<file path="src/rtl/dsp48a1_mac_sequencer_if.sv">
// Handshake and slice-control bundle between a MAC requester, the sequencer and a DSP48A1 slice.
interface dsp48a1_mac_sequencer_if #(
    parameter int CNT_W = 8
);
    logic             start_valid;
    logic             start_ready;
    logic [CNT_W-1:0] len;
    logic             op_valid;
    logic             op_ready;
    logic             ce_ab;
    logic             ce_m;
    logic             ce_p;
    logic             rst_p;
    logic [7:0]       opmode;
    logic             done_valid;
    logic             done_ready;
    logic             busy;

    modport master (
        output start_valid, len, op_valid, done_ready,
        input  start_ready, op_ready, done_valid, busy
    );

    modport slave (
        input  start_valid, len, op_valid, done_ready,
        output start_ready, op_ready, ce_ab, ce_m, ce_p, rst_p, opmode, done_valid, busy
    );

    modport slice (
        input ce_ab, ce_m, ce_p, rst_p, opmode
    );
endinterface

</file>
<file path="src/rtl/dsp48a1_mac_sequencer.sv">
// Sequences one DSP48A1 slice (PREG=1, OPMODEREG=0) through a vector multiply-accumulate job.
// A {valid, first} tag pipe of depth IN_REG+MREG lines up OPMODE/CE_P with products reaching the post-adder.
module dsp48a1_mac_sequencer #(
    parameter int IN_REG = 1,
    parameter int MREG   = 1,
    parameter int CNT_W  = 8
) (
    input logic CLK,
    input logic RST_n,
    dsp48a1_mac_sequencer_if.slave bus
);
    localparam int unsigned D = IN_REG + MREG;

    typedef enum logic [1:0] {
        IDLE,
        RUN,
        DRAIN,
        DONE
    } state_t;

    state_t           state_q, state_d;
    logic [CNT_W-1:0] remaining_q, remaining_d;
    logic             first_q, first_d;

    logic start_acc;
    logic op_acc;
    logic tag_in_valid;
    logic tag_in_first;
    logic tail_valid;
    logic tail_first;
    logic pipe_busy;

    assign start_acc    = RST_n && (state_q == IDLE) && bus.start_valid;
    assign op_acc       = RST_n && (state_q == RUN) && bus.op_valid;
    assign tag_in_valid = op_acc;
    assign tag_in_first = op_acc && first_q;

    if (D == 0) begin : g_nopipe
        assign tail_valid = tag_in_valid;
        assign tail_first = tag_in_first;
        assign pipe_busy  = 1'b0;
    end else begin : g_pipe
        logic [D-1:0] vld_q;
        logic [D-1:0] fst_q;

        always_ff @(posedge CLK) begin
            if (!RST_n) begin
                vld_q <= '0;
                fst_q <= '0;
            end else if (state_q == RUN || state_q == DRAIN) begin
                vld_q[0] <= tag_in_valid;
                fst_q[0] <= tag_in_first;
                for (int unsigned i = 1; i < D; i++) begin
                    vld_q[i] <= vld_q[i-1];
                    fst_q[i] <= fst_q[i-1];
                end
            end
        end

        assign tail_valid = vld_q[D-1];
        assign tail_first = fst_q[D-1];

        // Any valid tag still behind the tail means the drain is not finished.
        always_comb begin
            pipe_busy = 1'b0;
            for (int unsigned i = 0; i + 1 < D; i++) begin
                pipe_busy = pipe_busy | vld_q[i];
            end
        end
    end

    always_ff @(posedge CLK) begin
        if (!RST_n) begin
            state_q     <= IDLE;
            remaining_q <= '0;
            first_q     <= 1'b0;
        end else begin
            state_q     <= state_d;
            remaining_q <= remaining_d;
            first_q     <= first_d;
        end
    end

    always_comb begin
        state_d         = state_q;
        remaining_d     = remaining_q;
        first_d         = first_q;
        bus.start_ready = 1'b0;
        bus.op_ready    = 1'b0;
        bus.ce_ab       = 1'b0;
        bus.ce_m        = 1'b0;
        bus.rst_p       = 1'b0;
        bus.done_valid  = 1'b0;
        bus.busy        = 1'b0;

        if (!RST_n) begin
            bus.rst_p = 1'b1;
        end else begin
            case (state_q)
                IDLE: begin
                    bus.start_ready = 1'b1;
                    if (start_acc) begin
                        bus.rst_p   = 1'b1;
                        remaining_d = bus.len;
                        first_d     = 1'b1;
                        state_d     = (bus.len == '0) ? DONE : RUN;
                    end
                end
                RUN: begin
                    bus.op_ready = 1'b1;
                    bus.ce_ab    = 1'b1;
                    bus.ce_m     = 1'b1;
                    bus.busy     = 1'b1;
                    if (op_acc) begin
                        remaining_d = remaining_q - 1'b1;
                        first_d     = 1'b0;
                        if (remaining_q == CNT_W'(1)) begin
                            state_d = (D > 0) ? DRAIN : DONE;
                        end
                    end
                end
                DRAIN: begin
                    bus.ce_ab = 1'b1;
                    bus.ce_m  = 1'b1;
                    bus.busy  = 1'b1;
                    if (tail_valid && !pipe_busy) begin
                        state_d = DONE;
                    end
                end
                DONE: begin
                    bus.done_valid = 1'b1;
                    bus.busy       = 1'b1;
                    if (bus.done_ready) begin
                        state_d = IDLE;
                    end
                end
                default: state_d = IDLE;
            endcase
        end
    end

    always_comb begin
        bus.ce_p   = 1'b0;
        bus.opmode = 8'h00;
        if (RST_n && (state_q == RUN || state_q == DRAIN) && tail_valid) begin
            bus.ce_p   = 1'b1;
            bus.opmode = tail_first ? 8'h01 : 8'h09;
        end
    end
endmodule

</file>
<file path="src/flat_wrapper.sv">
// flat-port wrapper written by rule: the top's interface ports become plain ports
module dsp48a1_mac_sequencer_flat 
#(
    parameter int IN_REG = 1,
    parameter int MREG   = 1,
    parameter int CNT_W  = 8
)
  (CLK, RST_n, bus_start_valid, bus_len, bus_op_valid, bus_done_ready, bus_start_ready, bus_op_ready, bus_ce_ab, bus_ce_m, bus_ce_p, bus_rst_p, bus_opmode, bus_done_valid, bus_busy);
  dsp48a1_mac_sequencer_if #(.CNT_W(CNT_W)) bus_i ();
  input logic CLK;
  input logic RST_n;
  input wire logic [$bits(bus_i.start_valid)-1:0] bus_start_valid;
  input wire logic [$bits(bus_i.len)-1:0] bus_len;
  input wire logic [$bits(bus_i.op_valid)-1:0] bus_op_valid;
  input wire logic [$bits(bus_i.done_ready)-1:0] bus_done_ready;
  output wire logic [$bits(bus_i.start_ready)-1:0] bus_start_ready;
  output wire logic [$bits(bus_i.op_ready)-1:0] bus_op_ready;
  output wire logic [$bits(bus_i.ce_ab)-1:0] bus_ce_ab;
  output wire logic [$bits(bus_i.ce_m)-1:0] bus_ce_m;
  output wire logic [$bits(bus_i.ce_p)-1:0] bus_ce_p;
  output wire logic [$bits(bus_i.rst_p)-1:0] bus_rst_p;
  output wire logic [$bits(bus_i.opmode)-1:0] bus_opmode;
  output wire logic [$bits(bus_i.done_valid)-1:0] bus_done_valid;
  output wire logic [$bits(bus_i.busy)-1:0] bus_busy;
  assign bus_i.start_valid = bus_start_valid;
  assign bus_i.len = bus_len;
  assign bus_i.op_valid = bus_op_valid;
  assign bus_i.done_ready = bus_done_ready;
  assign bus_start_ready = bus_i.start_ready;
  assign bus_op_ready = bus_i.op_ready;
  assign bus_ce_ab = bus_i.ce_ab;
  assign bus_ce_m = bus_i.ce_m;
  assign bus_ce_p = bus_i.ce_p;
  assign bus_rst_p = bus_i.rst_p;
  assign bus_opmode = bus_i.opmode;
  assign bus_done_valid = bus_i.done_valid;
  assign bus_busy = bus_i.busy;
  dsp48a1_mac_sequencer #(.IN_REG(IN_REG), .MREG(MREG), .CNT_W(CNT_W)) u_core (.CLK(CLK), .RST_n(RST_n), .bus(bus_i));
endmodule
</file>
<file path="config.mk">
export PLATFORM = sky130hd
export DESIGN_NAME = dsp48a1_mac_sequencer_flat
export DESIGN_NICKNAME = d
export VERILOG_FILES = /design/src/rtl/dsp48a1_mac_sequencer_if.sv /design/src/rtl/dsp48a1_mac_sequencer.sv /design/src/flat_wrapper.sv
export SDC_FILE = /design/constraint.sdc
export NUM_CORES = 1
export LEC_CHECK = 0
export BUFFER_PORTS_ARGS = -buffer_cell sky130_fd_sc_hd__clkbuf_2
export CORE_MARGIN = 10
export CORE_UTILIZATION = 52
export DETAILED_ROUTE_END_ITERATION = 6
export PLACE_DENSITY_LB_ADDON = 0.3
export RECOVER_POWER = 100
export SLEW_MARGIN = 5
export SYNTH_ARGS = -nofsm -noshare
export SYNTH_HDL_FRONTEND = slang
export SYNTH_SLANG_ARGS = --single-unit
</file>
<file path="constraint.sdc">
create_clock -name CLK -period 2.04 [get_ports CLK]
set_input_delay 0.204 -clock CLK [delete_from_list [all_inputs] [get_ports CLK]]
set_output_delay 0.204 -clock CLK [all_outputs]
set_load 0.03 [all_outputs]
</file>
==> qor.yml, run 1 <==
outcome:
  outcome: "complete, no violations"
clocking:
  clock-root-buffer: "clkbuf_4"
  ctsHtreeMaxLevel: 1
  clock_sinks: 15
  clock_latency_ns: 0.28
  cts_buffers: 3
  cts_hold_buf: 0
  cts_tree: "yes"
  cts_buffer_depth: 2
  clkSlewWorstSetupHoldPaths_ns: 0.09
timing:
  clock_skew_ns: 0.00220
  fin_crit_ns: 1.94
  fin_crit_sh_pct: 95.3
  setup-violations-final: 0
  max_freq_mhz: 514
  hold_viol: 0
  slew_violations: 0
power_and_ir_drop:
  p_sw_share_pct: 46.4
  p_switching_uw: 725
  pwr-share-comb_pct: 61.6
  p_seq_share_pct: 27.4
  p_clk_share_pct: 11.0
  internal-power_uw: 838
  ir_drop_uv: 749
  power_per_cell_area_nw_per_um2: 1280
  p_leak_uw: 0.000505
drt:
  vias_per_cell: 5.40
  dr.pass1.iters: 4
  drc_errors: 0
  dr_total_vias: 977
  drtIter0Drc: 23
  ant_nets: 0
  routed_wirelength_um: 2560
  wire_per_inst_um: 14.1
worst_setup_path:
  cp_slowest_cell: "dfxtp_2"
  start_kind: "register"
  worst-path-buf-inv: 3
  cpLargestDelayFamily: "buffers and inverters"
  worstPathRequired_ns: 1.84
  cp-end-kind: "output port"
  cp_data_arrival_time_ns: 1.74
  critical_path_class: "reg -> out"
  critical_path.max_fanout: 8
  crit_chain: "inv_1, ha_1, clkbuf_1, and2_1, clkbuf_2"
  slowest_delay_ns: 0.36
synth:
  synth_ff_type: "dfxtp_1"
  synth_edf_count: 0
  postSynthCellCount: 130
  ys_seq_elements: 15
  ys_types: 41
  yosys_warnings: 0
  async_flop_share_pct: 0
  seq_area_frac_synth_pct: 27.4
  syn-mean-instance-area_sq_um: 8.44
  synth_area_sq_um: 1100
min_path:
  hp-class: "in -> reg"
run:
  maxCapViolations: 0
final_layout:
  drive_above_1_share_pct: 23.4
  final_cell_mix: "15 x clkbuf_2, 14 x nor2_1, 13 x a21oi_1, 13 x dfxtp_1, 10 x clkbuf_1"
  layoutNonFillerInstCount: 181
  multi_input_area_sq_um: 679
  utilization_pct: 61.5
  final_common_cell: "clkbuf_2"
  synthToLayoutAreaGrowth_pct: 11.1
  seq_area_sq_um: 303
  fin_nets: 175
  n_fill_cell: 190
  diodes: 0
die:
  core_sq_um: 1980
  pin_count: 29
  die_h_um: 65.9
  die_width_um: 65.9
  initial_core_util_pct: 55.4
  row_count: 16
  dieArea_sq_um: 4350
place:
  io_buffers: 22
  hpwl_um: 1970
  gp_congestion: 0.788
  dp_cells: 176
grt:
  grt_pass1_vias: 978
  antenna_found_initial: 0
  groute.usage.overall_pct: 12.1
  grt_pass1_wl_um: 4280
  gr-total-overflow: 0
  grt_max_degree: 18
state kept, by name, indices dropped and copies added (netlist names):
name and count:
u_core.remaining_q 8, u_core.first_q 1, u_core.state_q 2, u_core.g_pipe.fst_q 2, u_core.g_pipe.vld_q 2
final timing paths:
kind                           from                endpoint  slack, ns  depth (start not counted)
max               u_core.state_q[0]               bus_ce_ab        0.1                          5
min                    bus_op_valid  u_core.g_pipe.vld_q[0]       0.23                          3
max reg2reg       u_core.state_q[1]   u_core.remaining_q[7]       0.17                          7
min reg2reg  u_core.g_pipe.fst_q[0]  u_core.g_pipe.fst_q[0]       0.48                          2
final cells by class:
| class | count | share of cell area [%] |
|---|---|---|
| sequential | 15 | 24.8 |
| tap | 27 | 2.77 |
| timing repair buffer | 29 | 12.0 |
| inverter | 8 | 2.46 |
| multi-input combinational | 98 | 55.7 |
| clock buffer | 4 | 2.16 |
cell usage after synthesis (2+ instances only):
cell type	n	area [sq um]
ha_1	7	87.6
o21ai_0	2	10.0
nand2b_1	6	37.5
a21oi_1	13	65.1
buf_4	8	60.1
o221a_2	4	45.0
nor4_1	2	12.5
mux2i_1	3	30.0
a311oi_1	2	17.5
nor2b_1	5	31.3
and2_1	4	25.0
a21boi_0	2	15.0
dfxtp_1	15	300
nor2_1	14	52.6
nand2_1	6	22.5
buf_6	3	33.8
nor3_1	2	10.0
clkbuf_1	2	7.51
inv_1	8	30.0
what timing repair did:
item | in CTS | in global routing
setup endpoints to repair | 0 | 2
gates resized for setup | 0 | 3
buffers inserted | 0 | 1
metrics by stage:
step / worst slack [ns] / cell area, sq um / total power [uW] / setup TNS [ns] / hold slack, ns
2_1_floorplan: 0.106 / 1120 / 1180 / 0 / 0.367
3_3_place_gp: 0.233 / 1190 / 1350 / 0 / 0.457
3_5_place_dp: 0.172 / 1190 / 1370 / 0 / 0.465
4_1_cts: 0.122 / 1220 / 1540 / 0 / 0.221
5_1_grt: -0.000641 / 1220 / 1690 / -0.000641 / 0.247
6_report: 0.0955 / 1220 / 1560 / 0 / 0.226
routing by layer:
layer	GRT usage, %	part of all wire, %
met4	6.81	1.6
met1	13.8	47
met5	0	0
met3	2.88	4.1
met2	20.2	47
power by group through the flow:
stage                     logic, uW  registers, uW  clock network, uW
after detailed placement        938            431                  0
after global routing           1070            435                187
after CTS                       942            423                174
after global placement          920            427                  0
final                           963            428                172
after floorplan                 768            413                  0
logic make-up (layout without fill, tap and decap cells):
kind of cell | after synthesis | in the layout | synth area share, %
muxes | 3 | 3 | 2.74
AOI/OAI and AO/OA | 34 | 34 | 24.5
DFF | 15 | 15 | 27.4
adders and majority gates | 7 | 7 | 7.98
buffers and inverters | 22 | 41 | 13.2
other | 1 | 6 | 0.342
and+or+nand+nor | 48 | 48 | 23.8
tightest hold or removal path: stages:
cell and delay, ns:
clkbuf_2 0.11, nand3_1 0.09, a21oi_1 0.06
No activity file was read; power rests on OpenSTA's default activity.
==> inputs of run 2 (changes only) <==
- SETUP_SLACK_MARGIN: not set -> 0.5
==> run 2 against run 1 <==
  * Routed wire length grew 37%
  * Setup slack improved by 0.092 ns
  * Critical endpoint is now u_core.state_q[1]
  * Sequential power increased by 5.1%
  * Largest cell class unchanged
  * Sequential share of layout area fell by 4.9 points
  * Hold slack better by 0.028 ns
  * First-iteration DRC count increased by 130%
  * Via count increased by 15%
  * Cell count rose by 6.1%
  * Final area is 25% higher
  * Combinational power rose by 53%
  * Global-route usage grew 2.6 points
  * Critical path depth is 1 higher
==> qor.yml, run 2 (synthesized netlist as in run 1, its figures left out) <==
place:
  io_buffers: 22  # unchanged
  hpwl_um: 2100  # was 1970 um
  gp_congestion: 0.813  # was 0.788
  place_area_sq_um: 1210  # was 1190 sq um
drt:
  drtIter0Drc: 53  # was 23
  dr_total_vias: 1120  # was 977
  wire_per_inst_um: 18.3  # was 14.1 um
  dr.pass1.iters: 4  # unchanged
  vias_per_cell: 5.83  # was 5.40
  drc_errors: 0  # unchanged
  routed_wirelength_um: 3500  # was 2560 um
  ant_nets: 0  # unchanged
power_and_ir_drop:
  p_switching_uw: 942  # was 725 uW
  p_sw_share_pct: 44.9  # was 46.4%
  power_per_cell_area_nw_per_um2: 1380  # was 1280 nW/um^2
  internal-power_uw: 1150  # was 838 uW
  p_seq_share_pct: 21.5  # was 27.4%
  ir_drop_uv: 937  # was 749 uV
  pwr-share-comb_pct: 70.2  # was 61.6%
  p_leak_uw: 0.000628  # was 0.000505 uW
  p_clk_share_pct: 8.4  # was 11.0%
min_path:
  min_to: "u_core.remaining_q[5]"  # was u_core.g_pipe.vld_q[0]
  hp-class: "in -> reg"  # unchanged
  min_path_cells: 3  # unchanged
  hp-start: "bus_len[5]"  # was bus_op_valid
final_layout:
  largest_reg_flops: 8  # unchanged
  fin_nets: 186  # was 175
  synthToLayoutAreaGrowth_pct: 38.7  # was 11.1%
  final_common_cell: "buf_4"  # was clkbuf_2
  final_area_sq_um: 1520  # was 1220 sq um
  seq_area_sq_um: 304  # was 303 sq um
  final_cell_mix: "14 x buf_4, 13 x clkbuf_2, 12 x dfxtp_1"  # was 15 x clkbuf_2, 14 x nor2_1, 13 x a21oi_1, 13 x dfxtp_1, 10 x clkbuf_1
  diodes: 0  # unchanged
  drive_above_1_share_pct: 43.0  # was 23.4%
  multi_input_area_sq_um: 832  # was 679 sq um
  n_fill_cell: 124  # was 190
  regMostFlops: "u_core.remaining_q"  # unchanged
grt:
  antenna_found_initial: 0  # unchanged
  grt_pass1_wl_um: 5220  # was 4280 um
  groute.usage.overall_pct: 14.7  # was 12.1%
  grt_pass1_vias: 1106  # was 978
  grt_max_degree: 17  # was 18
  gr-total-overflow: 0  # unchanged
clocking:
  cts_tree: "yes"  # unchanged
  clock-root-buffer: "clkbuf_4"  # unchanged
  clock_sinks: 15  # unchanged
  clkSlewWorstSetupHoldPaths_ns: 0.09  # about the same
  clock_latency_ns: 0.28  # about the same
  cts_buffers: 3  # unchanged
  ctsHtreeMaxLevel: 1  # unchanged
  cts_buffer_depth: 2  # unchanged
worst_setup_path:
  reg2reg_setup_slack_ns: 0.19  # was 0.17 ns
  r2r-start: "u_core.state_q[0]"  # was u_core.state_q[1]
  critical_path.max_fanout: 6  # was 8
  cp-end-kind: "register"  # was output port
  reg2regPathDepth: 6  # was 7
  start_kind: "register"  # unchanged
  critical_path_class: "reg -> reg"  # was reg -> out
  cp_data_arrival_time_ns: 2.03  # was 1.74 ns
  worstPathRequired_ns: 2.22  # was 1.84 ns
  reg2reg_to: "u_core.state_q[1]"  # was u_core.remaining_q[7]
timing:
  fin_crit_ns: 1.85  # was 1.94 ns
  max_freq_mhz: 540  # was 514 MHz
  tns_ns: 0  # unchanged
  slew_violations: 0  # unchanged
  setup-violations-final: 0  # unchanged
  clock_skew_ns: 0.000421  # was 0.00220 ns
  hold_viol: 0  # unchanged
  fin_crit_sh_pct: 90.8  # was 95.3%
  grt_setup_unrepaired: "true"
run:
  maxCapViolations: 0  # unchanged
die:
  initial_core_util_pct: 55.4  # unchanged
  die_h_um: 65.9  # unchanged
  pin_count: 29  # unchanged
  dieArea_sq_um: 4350  # unchanged
  die_width_um: 65.9  # unchanged
  core_sq_um: 1980  # unchanged
  row_count: 16  # unchanged
outcome:
  outcome: "complete, no violations"  # unchanged
[run 2: cell types whose count changed in the layout (fill, tap and decap cells not counted), moves of 3 or more]
cell and delta:
clkbuf_1 -3, buf_4 +9, buf_6 +3, nor2_1 -4, ha_1 -3
[run 2: layout make-up]
cell class / count / area share [%]
Inverter: 8 / 2.30
Sequential cell: 15 / 20.0
Clock buffer: 4 / 1.73
Multi-Input combinational cell: 98 / 54.7
Timing Repair Buffer: 40 / 19.1
Tap cell: 27 / 2.22
[run 2: critical path, cell delays in order (launching register included)]
cell and delay, ns:
dfxtp_1 0.48, inv_4 0.07, ha_4 0.29, clkbuf_1 0.27, nor2b_1 0.21, a31oi_1 0.08, a311oi_1 0.34
[run 2: worst max-delay path by stage]
stage / start / to / slack, ns
floorplan: u_core.remaining_q[6] / u_core.remaining_q[7] / 0.43
global placement: u_core.state_q[1] / u_core.remaining_q[2] / 0.33
detailed placement: u_core.state_q[1] / u_core.remaining_q[2] / 0.22
CTS: u_core.state_q[0] / bus_opmode[3] / 0.35
global route: u_core.state_q[0] / u_core.state_q[1] / 0.10
finish: u_core.state_q[0] / u_core.state_q[1] / 0.19
[run 2: routing by layer]
metal | up-vias | global-route usage [%] | part of all wire, %
li1 | 523 | - | -
met3 | 10 | 4.07 | 7.6
met5 | - | 0 | 0
met2 | 42 | 25.4 | 51
met1 | 545 | 17.2 | 39
met4 | 0 | 4.71 | 1.8
[run 2: repair_timing]
item                                    in CTS  in global routing
gates resized for setup                     34                 23
buffers inserted                            15                  0
endpoints found under the setup margin      17                 19
hold buffers                                 0                  0
pin swaps                                   16                  2
[run 2: stage by stage]
step | setup WS (ns) | hold WS, ns | power (uW) | utilization, % | cells
after floorplan | 0.432 | 0.366 | 1250 | - | 135
after global placement | 0.325 | 0.459 | 1370 | 61.2 | 173
after detailed placement | 0.215 | 0.467 | 1400 | 61.2 | 173
after CTS | 0.346 | 0.229 | 1970 | 75.5 | 192
after global routing | 0.103 | 0.281 | 2210 | 76.8 | 192
final | 0.187 | 0.255 | 2100 | 76.8 | 192
[run 2: power groups by stage]
stage	clock, uW	combinational, uW	sequential, uW
global route	186	1560	458
floorplan	0	825	421
finish	175	1470	450
detailed placement	0	958	441
global placement	0	933	434
CTS	176	1350	447
